<file path="config.mk">
export PLATFORM = sky130hd
export DESIGN_NAME = sipo_rx
export DESIGN_NICKNAME = d
export VERILOG_FILES = /design/src/rtl/sipo_rx_pkg.sv /design/src/rtl/sipo_rx_shift_reg.sv /design/src/rtl/sipo_rx.sv
export SDC_FILE = /design/constraint.sdc
export NUM_CORES = 1
export LEC_CHECK = 0
export ABC_AREA = 1
export CELL_PAD_IN_SITES_DETAIL_PLACEMENT = 0
export CELL_PAD_IN_SITES_GLOBAL_PLACEMENT = 1
export CORE_MARGIN = 5
export CORE_UTILIZATION = 37
export CTS_BUF_LIST = sky130_fd_sc_hd__clkbuf_8
export CTS_CLUSTER_DIAMETER = 80
export DETAILED_ROUTE_END_ITERATION = 8
export PLACE_DENSITY_LB_ADDON = 0.1
export SETUP_SLACK_MARGIN = 0.15
export SLEW_MARGIN = 40
export SYNTH_ARGS = -nofsm -noshare
export SYNTH_HDL_FRONTEND = slang
export SYNTH_SLANG_ARGS = --single-unit
</file>
<file path="constraint.sdc">
create_clock -name clk -period 2.8 [get_ports clk]
set_input_delay 0.84 -clock clk [delete_from_list [all_inputs] [get_ports clk]]
set_output_delay 0.84 -clock clk [all_outputs]
set_load 0.03 [all_outputs]
</file>
<file path="src/rtl/sipo_rx_pkg.sv">
// Shared link definitions for the PISO/SIPO pair.
// Both link ends import this so width, bit order and FSM encoding agree.
package sipo_rx_pkg;

  localparam int LINK_WIDTH      = 4;
  localparam bit ORDER_MSB_FIRST = 1'b1;
  localparam bit ORDER_LSB_FIRST = 1'b0;

  typedef enum logic {
    ST_IDLE  = 1'b0,
    ST_SHIFT = 1'b1
  } sipo_state_e;

endpackage

</file>
<file path="src/rtl/sipo_rx_shift_reg.sv">
// Shift core of the SIPO receiver.
// Exposes the next-state word so a completing bit is captured the same edge.
module sipo_shift_reg
  import sipo_rx_pkg::*;
#(
  parameter int WIDTH     = LINK_WIDTH,
  parameter bit MSB_FIRST = ORDER_MSB_FIRST
) (
  input  logic             clk,
  input  logic             rst_n,
  input  logic             clr,
  input  logic             en,
  input  logic             d_in,
  output logic [WIDTH-1:0] q_d
);

  logic [WIDTH-1:0] sh_q;

  generate
    if (MSB_FIRST) begin : g_msb
      assign q_d = {sh_q[WIDTH-2:0], d_in};
    end else begin : g_lsb
      assign q_d = {d_in, sh_q[WIDTH-1:1]};
    end
  endgenerate

  // Shift register: cleared by reset or abort, advances on qualified bits
  always_ff @(posedge clk) begin
    if (!rst_n) begin
      sh_q <= '0;
    end else if (clr) begin
      sh_q <= '0;
    end else if (en) begin
      sh_q <= q_d;
    end
  end

endmodule

</file>
<file path="src/rtl/sipo_rx.sv">
// Serial-in/parallel-out receiver with valid/ready output and overrun flag.
// Counter, FSM, output word register and handshake live here.
module sipo_rx
  import sipo_rx_pkg::*;
#(
  parameter int WIDTH     = LINK_WIDTH,
  parameter bit MSB_FIRST = ORDER_MSB_FIRST
) (
  input  logic             clk,
  input  logic             reset,
  input  logic             clear,
  input  logic             d_in,
  input  logic             d_valid,
  output logic [WIDTH-1:0] p_out,
  output logic             p_valid,
  input  logic             p_ready,
  output logic             busy,
  output logic             overrun
);

  localparam int CW = $clog2(WIDTH);
  localparam logic [CW-1:0] LAST = CW'(WIDTH - 1);

  sipo_state_e      state_q, state_d;
  logic [CW-1:0]    cnt_q, cnt_d;
  logic [WIDTH-1:0] p_out_q, p_out_d;
  logic             p_valid_q, p_valid_d;
  logic             overrun_q, overrun_d;
  logic             sh_en, sh_clr, done;
  logic [WIDTH-1:0] sh_nxt;

  sipo_shift_reg #(
    .WIDTH     (WIDTH),
    .MSB_FIRST (MSB_FIRST)
  ) u_shift (
    .clk   (clk),
    .rst_n (reset),
    .clr   (sh_clr),
    .en    (sh_en),
    .d_in  (d_in),
    .q_d   (sh_nxt)
  );

  // Next state: abort first, then bit collection and output handshake
  always_comb begin
    state_d   = state_q;
    cnt_d     = cnt_q;
    p_out_d   = p_out_q;
    p_valid_d = p_valid_q;
    overrun_d = overrun_q;
    sh_en     = 1'b0;
    sh_clr    = 1'b0;
    done      = 1'b0;
    if (clear) begin
      state_d   = ST_IDLE;
      cnt_d     = '0;
      sh_clr    = 1'b1;
      overrun_d = 1'b0;
    end else begin
      if (p_valid_q && p_ready) begin
        p_valid_d = 1'b0;
      end
      if (d_valid) begin
        sh_en = 1'b1;
        unique case (state_q)
          ST_IDLE: begin
            cnt_d   = CW'(1);
            state_d = ST_SHIFT;
          end
          ST_SHIFT: begin
            if (cnt_q == LAST) begin
              done    = 1'b1;
              cnt_d   = '0;
              state_d = ST_IDLE;
            end else begin
              cnt_d = cnt_q + 1'b1;
            end
          end
          default: begin
            state_d = ST_IDLE;
            cnt_d   = '0;
          end
        endcase
      end
      if (done) begin
        if (!p_valid_q || p_ready) begin
          p_out_d   = sh_nxt;
          p_valid_d = 1'b1;
        end else begin
          overrun_d = 1'b1;
        end
      end
    end
  end

  // State and output registers
  always_ff @(posedge clk) begin
    if (!reset) begin
      state_q   <= ST_IDLE;
      cnt_q     <= '0;
      p_out_q   <= '0;
      p_valid_q <= 1'b0;
      overrun_q <= 1'b0;
    end else begin
      state_q   <= state_d;
      cnt_q     <= cnt_d;
      p_out_q   <= p_out_d;
      p_valid_q <= p_valid_d;
      overrun_q <= overrun_d;
    end
  end

  assign p_out   = p_out_q;
  assign p_valid = p_valid_q;
  assign busy    = (state_q == ST_SHIFT);
  assign overrun = overrun_q;

endmodule

</file>
==> results.sh, run 1 <==
export IMPL_worst_path_max_fanout=6
export IMPL_highest_layer="met4"
export IMPL_rows=13
export IMPL_whs_ns=0.456
export IMPL_outcome="finished clean"
export IMPL_synth_nets=73
export IMPL_post_synth_num_cell_types=14
export IMPL_fin_nets=89
export IMPL_cts_tree="done"
export IMPL_postCtsSetupBuffers=0
export IMPL_die_h_um=47.3
export IMPL_cp_startpoint="busy"
export IMPL_crit_family="buffers and inverters"
export IMPL_fmax_mhz=449
export IMPL_syn_area_per_cell_um2=7.81
export IMPL_wl_per_cell_um=9.87
export IMPL_route_met3_wl_um=61
export IMPL_p_seq_share_pct=49.4
export IMPL_cp_buffers_inverters=1
export IMPL_crit_path_max_incr_delay_ns=0.71
export IMPL_hpwl_um=759
export IMPL_synth_top_area_share_pct=46.6
export IMPL_cts_buffers=3
export IMPL_die_area_um2=2240
export IMPL_powerDensity_nw_per_um2=518
export IMPL_power_switching_w=0.0000764
export IMPL_antenna_found_initial=0
export IMPL_postSynthCellCount=66
export IMPL_slew_violations=0
export IMPL_rsz0062_at_grt="false"
export IMPL_grt_usage_pct=10.4
export IMPL_critPathArrivalTime_ns=1.39
export IMPL_power_leakage_nw=0.281
export IMPL_combPwrFrac_pct=7.4
export IMPL_cp_required_ns=1.96
export IMPL_hold_viol=0
export IMPL_num_io_pins=13
export IMPL_cts_resized=0
export IMPL_fin_ws_ns=0.572
export IMPL_io_buffers=12
export IMPL_clock_root_buffer="clkbuf_8"
export IMPL_max_slew_margin_rel_pct=79.5
export IMPL_met2_length_um=386
export IMPL_vias_per_cell=4.61
export IMPL_clk_latency_ns=0.24
export IMPL_cts_hold_buf=0
export IMPL_period_share_pct=79.6
export IMPL_cts_num_sinks=12
export IMPL_fin_skew_ns=0.00428
export IMPL_worstHoldStart="u_shift.sh_q[2]"
export IMPL_final_setup_viol_count=0
export IMPL_firstDrtPassIters=4
export IMPL_p_sw_share_pct=21.4
export IMPL_criticalPathCategory="reg -> out"
export IMPL_max_cap_violations=0
export IMPL_r2r_start="cnt_q[0]"
export IMPL_internal_power_w=0.000280
export IMPL_cts_htree_levels=1
export IMPL_core_area_um2=1320
export IMPL_drt_iter0_markers=8
export IMPL_yosysSeqAreaShare_pct=46.6
export IMPL_yosys_area_top_type="dfxtp_1"
export IMPL_initial_core_util_pct=39.1
export IMPL_cp_start_kind="flip-flop"
export IMPL_synth_area_top_cells="dfxtp_1 (47%), nor2_1 (7.3%), nor2_4 (6.6%), a21oi_1 (5.8%), inv_1 (5.8%)"
export IMPL_cp_slowest_cell="clkdlybuf4s50_1"
export IMPL_clk_pin_slew_worst_paths_ns=0.05
export IMPL_drive_above_1_share_pct=12.5
export IMPL_worstPathCellList="clkdlybuf4s50_1"
export IMPL_fin_crit_ns=2.23
export IMPL_synth_seq_cells=12
export IMPL_worst_pin_slew_ns=0.306
export IMPL_dp_slack_ns=0.724
export IMPL_final_antenna_net_count=0
export IMPL_tns_ns=0
export IMPL_clock_power_share_pct=43.3
export IMPL_ir_worst_vdd_mv=0.214
export IMPL_wl_met1_um=469
export IMPL_setup_worst_path_end_class="primary output"
export IMPL_yosys_warnings=0
export IMPL_routabilityCongestion=0.825
export IMPL_dieWidth_um=47.3
export IMPL_drc_errors=0
export IMPL_clockBufferDepth=2
export IMPL_gr_total_overflow=0
export IMPL_vias=438
export IMPL_wirelength_um=938
export IMPL_antenna_cells=0
export IMPL_syn_cell_area_um2=515
export IMPL_first_global_vias=384
export IMPL_syn_to_final_growth_pct=33.5
export IMPL_hold_path_class="reg -> reg"
export IMPL_grt_first_pass_wirelength_mm=1.61
export IMPL_grt_max_degree=9
[logic make-up after synthesis]
logic type / Yosys count / synth area share (%)
AOI/OAI and AO/OA: 11 / 10.7
adders and majority gates: 1 / 2.43
buffers and inverters: 12 / 9.47
DFF: 12 / 46.6
and+or+nand+nor: 30 / 30.8
[per-stage QoR]
| step | instance area [µm²] | power (W) | instances | util [%] |
|---|---|---|---|---|
| 5_1_grt | 688 | 0.000371 | 95 | 52.2 |
| 6_report | 688 | 0.000357 | 95 | 52.2 |
| 3_5_place_dp | 647 | 0.000206 | 92 | 49.1 |
| 2_1_floorplan | 515 | 0.000194 | 66 | - |
| 3_3_place_gp | 647 | 0.000206 | 92 | 49.1 |
| 4_1_cts | 688 | 0.000360 | 95 | 52.2 |
[path summary, 6_finish.rpt]
path	slack [ns]	to	cells after the start
max	0.57	busy	1
min	0.46	u_shift.sh_q[2]	2
max reg2reg	1.67	p_out[2]	6
min reg2reg	0.46	u_shift.sh_q[2]	2
[synth_stat cells]
| cell | number |
|---|---|
| nor2_4 | 3 |
| nand3_1 | 2 |
| ha_1 | 1 |
| a21oi_1 | 6 |
| dfxtp_1 | 12 |
| buf_4 | 1 |
| inv_1 | 8 |
| nor3_1 | 2 |
| o21ai_0 | 5 |
| nand2_1 | 8 |
| nor2_1 | 10 |
| nand4_2 | 1 |
| nand4_1 | 4 |
| inv_2 | 3 |
[metal layers]
| layer | GRT usage, % | up-vias |
|---|---|---|
| met5 | 0 | - |
| met1 | 13.6 | 183 |
| met3 | 3.83 | 2 |
| met4 | 6.63 | 0 |
| met2 | 14.2 | 9 |
| li1 | - | 244 |
[flip-flops by register name, summed over array words and instances (netlist names)]
| register | cells |
|---|---|
| p_out | 4 |
| u_shift.sh_q | 3 |
| cnt_q | 2 |
| busy | 1 |
| p_valid | 1 |
| overrun | 1 |
[cells in the final DEF (no fill, tap or decap)]
master,instances
a21oi_1,6
clkbuf_8,3
clkdlybuf4s50_1,12
dfxtp_1,12
ha_1,1
inv_1,8
inv_2,3
nand2_1,8
nand3_1,2
nand4_1,4
nand4_2,1
nor2_1,10
nor2_4,3
nor3_1,2
o21ai_0,5
[power by group through the flow]
stage                     registers, W  clock network [W]  logic [W]
final                         0.000176           0.000154  0.0000262
after global routing          0.000176           0.000166  0.0000293
after CTS                     0.000176           0.000158  0.0000265
after detailed placement      0.000180                  0  0.0000264
after global placement        0.000179                  0  0.0000269
after floorplan               0.000180                  0  0.0000138
[worst register-to-register path, cell delays in order, from the launching register on]
cell and delay (ns):
dfxtp_1 0.35, ha_1 0.20, inv_1 0.08, nor2_4 0.17
nand4_1 0.11, nand2_1 0.08, nor2_1 0.04
[cell type report]
| class | count | area, µm² |
|---|---|---|
| Clock buffer | 3 | 41.3 |
| Tap cell | 15 | 18.8 |
| Sequential cell | 12 | 240 |
| Multi-Input combinational cell | 42 | 226 |
| Fill cell | 121 | 629 |
| Inverter | 11 | 41.3 |
| Timing Repair Buffer | 12 | 120 |
(Power assumes the default switching activity.)
==> run 2: changes to the inputs <==
Settings changed: CORE_UTILIZATION 37 to 35.
Clock period 2.8 ns to 2.29 ns, I/O delays scaled along.
==> run 2 against run 1 <==
  * Core utilization is 0.24 points lower
  * Critical path depth unchanged
  * Worst hold slack improved by 0.0055 ns
  * Die area rose by 4.5%
  * Sequential share of layout area down 0.68 points
  * Global-route usage is 0.54 points lower
  * Critical path type unchanged
  * Wire length grew 9.4%
  * Sequential power grew 22%
  * Flip-flop and latch count is the same
  * Clock-buffer cell count increased by 1
==> results.sh, run 2 (synthesized netlist as in run 1, its figures left out) <==
export IMPL_max_slew_margin_rel_pct=79.2
export IMPL_critPathArrivalTime_ns=1.38
export IMPL_outcome="finished clean"
export IMPL_worst_path_max_fanout=6
export IMPL_crit_path_max_incr_delay_ns=0.71
export IMPL_antenna_found_initial=0
export IMPL_hold_viol=0
export IMPL_power_switching_w=0.0000990
export IMPL_final_antenna_net_count=0
export IMPL_clock_root_buffer="clkbuf_8"
export IMPL_die_area_um2=2340
export IMPL_clock_power_share_pct=48.1
export IMPL_gr_total_overflow=0
export IMPL_slew_violations=0
export IMPL_layout_common_cells="dfxtp_1 (12), clkdlybuf4s50_1 (12), nor2_1 (10), inv_1 (8), nand2_1 (8)"
export IMPL_final_setup_viol_count=0
export IMPL_hpwl_um=794
export IMPL_clockBufferDepth=2
export IMPL_r2r_slack_ns=1.17
export IMPL_cp_required_ns=1.60
export IMPL_wl_per_cell_um=10.7
export IMPL_routabilityCongestion=0.688
export IMPL_core_area_um2=1350
export IMPL_drt_iter0_markers=10
export IMPL_finish_instance_area_um2=702
export IMPL_cts_tree="done"
export IMPL_drc_errors=0
export IMPL_vias_per_cell=4.68
export IMPL_grt_max_degree=9
export IMPL_hold_path_class="reg -> reg"
export IMPL_combPwrFrac_pct=6.9
export IMPL_cp_start_kind="flip-flop"
export IMPL_criticalPathCategory="reg -> out"
export IMPL_tns_ns=0
export IMPL_p_seq_share_pct=45.0
export IMPL_first_global_vias=433
export IMPL_worstPathCellList="clkdlybuf4s50_1"
export IMPL_fin_nets=89
export IMPL_cp_slowest_cell="clkdlybuf4s50_1"
export IMPL_worst_pin_slew_ns=0.311
export IMPL_period_share_pct=90.4
export IMPL_antenna_cells=0
export IMPL_power_leakage_nw=0.288
export IMPL_cts_buffers=3
export IMPL_p_sw_share_pct=20.7
export IMPL_cts_resized=0
export IMPL_drive_above_1_share_pct=13.6
export IMPL_cp_buffers_inverters=1
export IMPL_vias=449
export IMPL_dpl_cell_area_um2=647
export IMPL_grt_usage_pct=9.88
export IMPL_io_buffers=12
export IMPL_fmax_mhz=483
export IMPL_setup_worst_path_end_class="primary output"
export IMPL_dieWidth_um=48.4
export IMPL_postCtsSetupBuffers=0
export IMPL_largest_register_ffs=4
export IMPL_rows=13
export IMPL_whs_ns=0.461
export IMPL_ir_worst_vdd_mv=0.324
export IMPL_die_h_um=48.4
export IMPL_rsz0062_at_grt="false"
export IMPL_fin_skew_ns=0.00140
export IMPL_powerDensity_nw_per_um2=681
export IMPL_crit_family="buffers and inverters"
export IMPL_max_cap_violations=0
export IMPL_syn_to_final_growth_pct=36.2
export IMPL_initial_core_util_pct=38.2
export IMPL_firstDrtPassIters=3
export IMPL_cts_num_sinks=12
export IMPL_clk_pin_slew_worst_paths_ns=0.05
export IMPL_cts_htree_levels=1
export IMPL_fin_crit_ns=2.07
export IMPL_internal_power_w=0.000379
export IMPL_clk_latency_ns=0.24
export IMPL_grt_first_pass_wirelength_mm=1.93
export IMPL_wirelength_mm=1.03
export IMPL_num_io_pins=13
export IMPL_cts_hold_buf=0
-- run 2: cell count changes in the layout (fill, tap and decap cells not counted) --
cell | before | now
clkbuf_8 | 3 | 4
-- run 2: per-stage QoR --
step	std cells	utilization (%)	setup WS [ns]	total power [W]
final	96	52.0	0.220	0.000478
after CTS	96	52.0	0.231	0.000482
after global routing	96	52.0	0.181	0.000502
after global placement	92	47.9	0.346	0.000252
after detailed placement	92	47.9	0.335	0.000252
after floorplan	66	-	0.966	0.000237
-- run 2: worst paths after layout --
path,start,endpoint,cells after the start
worst max-delay path,busy,busy,1
worst min-delay path,u_shift.sh_q[2],u_shift.sh_q[2],2
worst max register to register,cnt_q[0],p_out[2],6
worst min register to register,u_shift.sh_q[2],u_shift.sh_q[2],2
-- run 2: power groups by stage --
| stage | Clock (W) | Sequential [W] | Combinational, W |
|---|---|---|---|
| CTS | 0.000234 | 0.000215 | 0.0000331 |
| global route | 0.000249 | 0.000215 | 0.0000373 |
| global placement | 0 | 0.000219 | 0.0000327 |
| finish | 0.000230 | 0.000215 | 0.0000330 |
| detailed placement | 0 | 0.000219 | 0.0000328 |
| floorplan | 0 | 0.000221 | 0.0000169 |
-- run 2: final cells by class --
type                    instances  area (µm²)
fillers                       131         648
well taps                      15        18.8
inverters                      11        41.3
clock buffers                   4        55.1
repair buffers                 12         120
multi-input cells              42         226
flip-flops and latches         12         240
-- run 2: routing by layer --
layer | wire [µm] | global-route usage (%)
met5 | 0 | 0
met2 | 369 | 13.3
met4 | 17 | 5.53
met3 | 82 | 3.98
met1 | 556 | 13.1
==> run 3: changes to the inputs <==
Settings changed: REMOVE_ABC_BUFFERS from default to 1.
==> run 3 against run 2 <==
  * Register-to-register slack is essentially flat
  * Clock-buffer cell count is the same
  * Sequential power is essentially flat
  * Clock skew grew 0.00052 ns
  * Core utilization is the same
  * Flip-flop and latch count is the same
  * Sequential share of layout area is the same
  * Die area is the same
==> results.sh, run 3 (synthesized netlist as in run 1, its figures left out) <==
export IMPL_outcome="finished clean"
export IMPL_max_slew_margin_rel_pct=79.1
export IMPL_wl_per_cell_um=10.6
export IMPL_drt_iter0_markers=7
export IMPL_final_antenna_net_count=0
export IMPL_die_area_um2=2340
export IMPL_largest_register_ffs=4
export IMPL_antenna_cells=0
export IMPL_ir_worst_vdd_mv=0.329
export IMPL_cts_num_sinks=12
export IMPL_dp_slack_ns=0.348
export IMPL_grt_max_degree=9
export IMPL_wirelength_mm=1.02
export IMPL_multi_input_area_um2=226
export IMPL_initial_core_util_pct=38.2
export IMPL_clock_root_buffer="clkbuf_8"
export IMPL_rows=13
export IMPL_layout_common_cells="dfxtp_1 (12), clkdlybuf4s50_1 (12), nor2_1 (10), inv_1 (8), nand2_1 (8)"
export IMPL_p_total_w=0.000478
export IMPL_worst_path_max_fanout=6
export IMPL_cts_hold_buf=0
export IMPL_grt_usage_pct=9.70
export IMPL_fin_nets=89
export IMPL_cp_slowest_cell="clkdlybuf4s50_1"
export IMPL_cp_buffers_inverters=1
export IMPL_routabilityCongestion=0.663
export IMPL_period_share_pct=91.4
export IMPL_max_cap_violations=0
export IMPL_power_leakage_nw=0.288
export IMPL_clockBufferDepth=2
export IMPL_crit_family="buffers and inverters"
export IMPL_criticalPathCategory="reg -> out"
export IMPL_r2r_slack_ns=1.17
export IMPL_final_setup_viol_count=0
export IMPL_slew_violations=0
export IMPL_antenna_found_initial=0
export IMPL_worst_pin_slew_ns=0.312
export IMPL_hold_path_class="reg -> reg"
export IMPL_rsz0062_at_grt="false"
export IMPL_busiest_layer="met1"
export IMPL_gr_total_overflow=0
export IMPL_die_h_um=48.4
export IMPL_tns_ns=0
export IMPL_cts_resized=0
export IMPL_critPathArrivalTime_ns=1.41
export IMPL_setup_worst_path_end_class="primary output"
export IMPL_vias=452
export IMPL_cts_tree="done"
export IMPL_grt_first_pass_wirelength_mm=1.84
export IMPL_cp_required_ns=1.60
export IMPL_num_io_pins=13
export IMPL_met3_usage_pct=5.20
export IMPL_clk_pin_slew_worst_paths_ns=0.05
export IMPL_fin_ws_ns=0.197
export IMPL_worstPathCellList="clkdlybuf4s50_1"
export IMPL_use_met2_pct=11.5
export IMPL_first_global_vias=421
export IMPL_syn_to_final_growth_pct=36.2
export IMPL_drive_above_1_share_pct=13.6
export IMPL_regArea_um2=240
export IMPL_post_route_util_pct=52.0
export IMPL_io_buffers=12
export IMPL_nFillCells=141
export IMPL_postCtsSetupBuffers=0
export IMPL_cts_htree_levels=1
export IMPL_crit_path_max_incr_delay_ns=0.72
export IMPL_powerDensity_nw_per_um2=681
export IMPL_core_area_um2=1350
export IMPL_clk_latency_ns=0.24
export IMPL_drc_errors=0
export IMPL_dieWidth_um=48.4
export IMPL_fmax_mhz=478
export IMPL_cts_buffers=3
export IMPL_firstDrtPassIters=4
export IMPL_cp_start_kind="flip-flop"
export IMPL_fin_skew_ns=0.00192
export IMPL_vias_per_cell=4.71
export IMPL_use_met1_pct=13.8
export IMPL_hold_viol=0
export IMPL_fin_crit_ns=2.09
export IMPL_hpwl_um=770
-- run 3: layout make-up --
type / count / area share (%)
multi-input combinational: 42 / 32.3
inverter: 11 / 5.88
timing repair buffer: 12 / 17.1
sequential: 12 / 34.2
clock buffer: 4 / 7.84
tap: 15 / 2.67
-- run 3: worst register-to-register path, cell delays in order, from the launching register on --
cell	delay, ns
dfxtp_1	0.35
ha_1	0.19
inv_1	0.07
nor2_4	0.17
nand4_1	0.11
nand2_1	0.08
nor2_1	0.04
-- run 3: worst paths after layout --
kind	end	cells past startpoint	startpoint
min	u_shift.sh_q[1]	2	u_shift.sh_q[1]
max reg2reg	p_out[2]	6	cnt_q[0]
min reg2reg	u_shift.sh_q[1]	2	u_shift.sh_q[1]
max	busy	1	busy
-- run 3: layer usage --
| metal | share of wire (%) | wire length (µm) |
|---|---|---|
| met1 | 55 | 564 |
| met5 | 0 | 0 |
| met3 | 7.4 | 75 |
| met4 | 0.98 | 10 |
| met2 | 36 | 367 |
-- run 3: per-stage QoR --
stage	cells	hold slack [ns]	area, µm²
6_report	96	0.465	702
4_1_cts	96	0.468	702
5_1_grt	96	0.491	702
3_5_place_dp	92	0.461	647
2_1_floorplan	65	0.429	508
3_3_place_gp	92	0.455	647
-- run 3: power breakdown --
| part | total, W | internal, W | switching, W |
|---|---|---|---|
| clock | 0.000230 | 0.000152 | 0.0000784 |
| sequential | 0.000215 | 0.000212 | 0.00000282 |
| combinational | 0.0000326 | 0.0000145 | 0.0000181 |
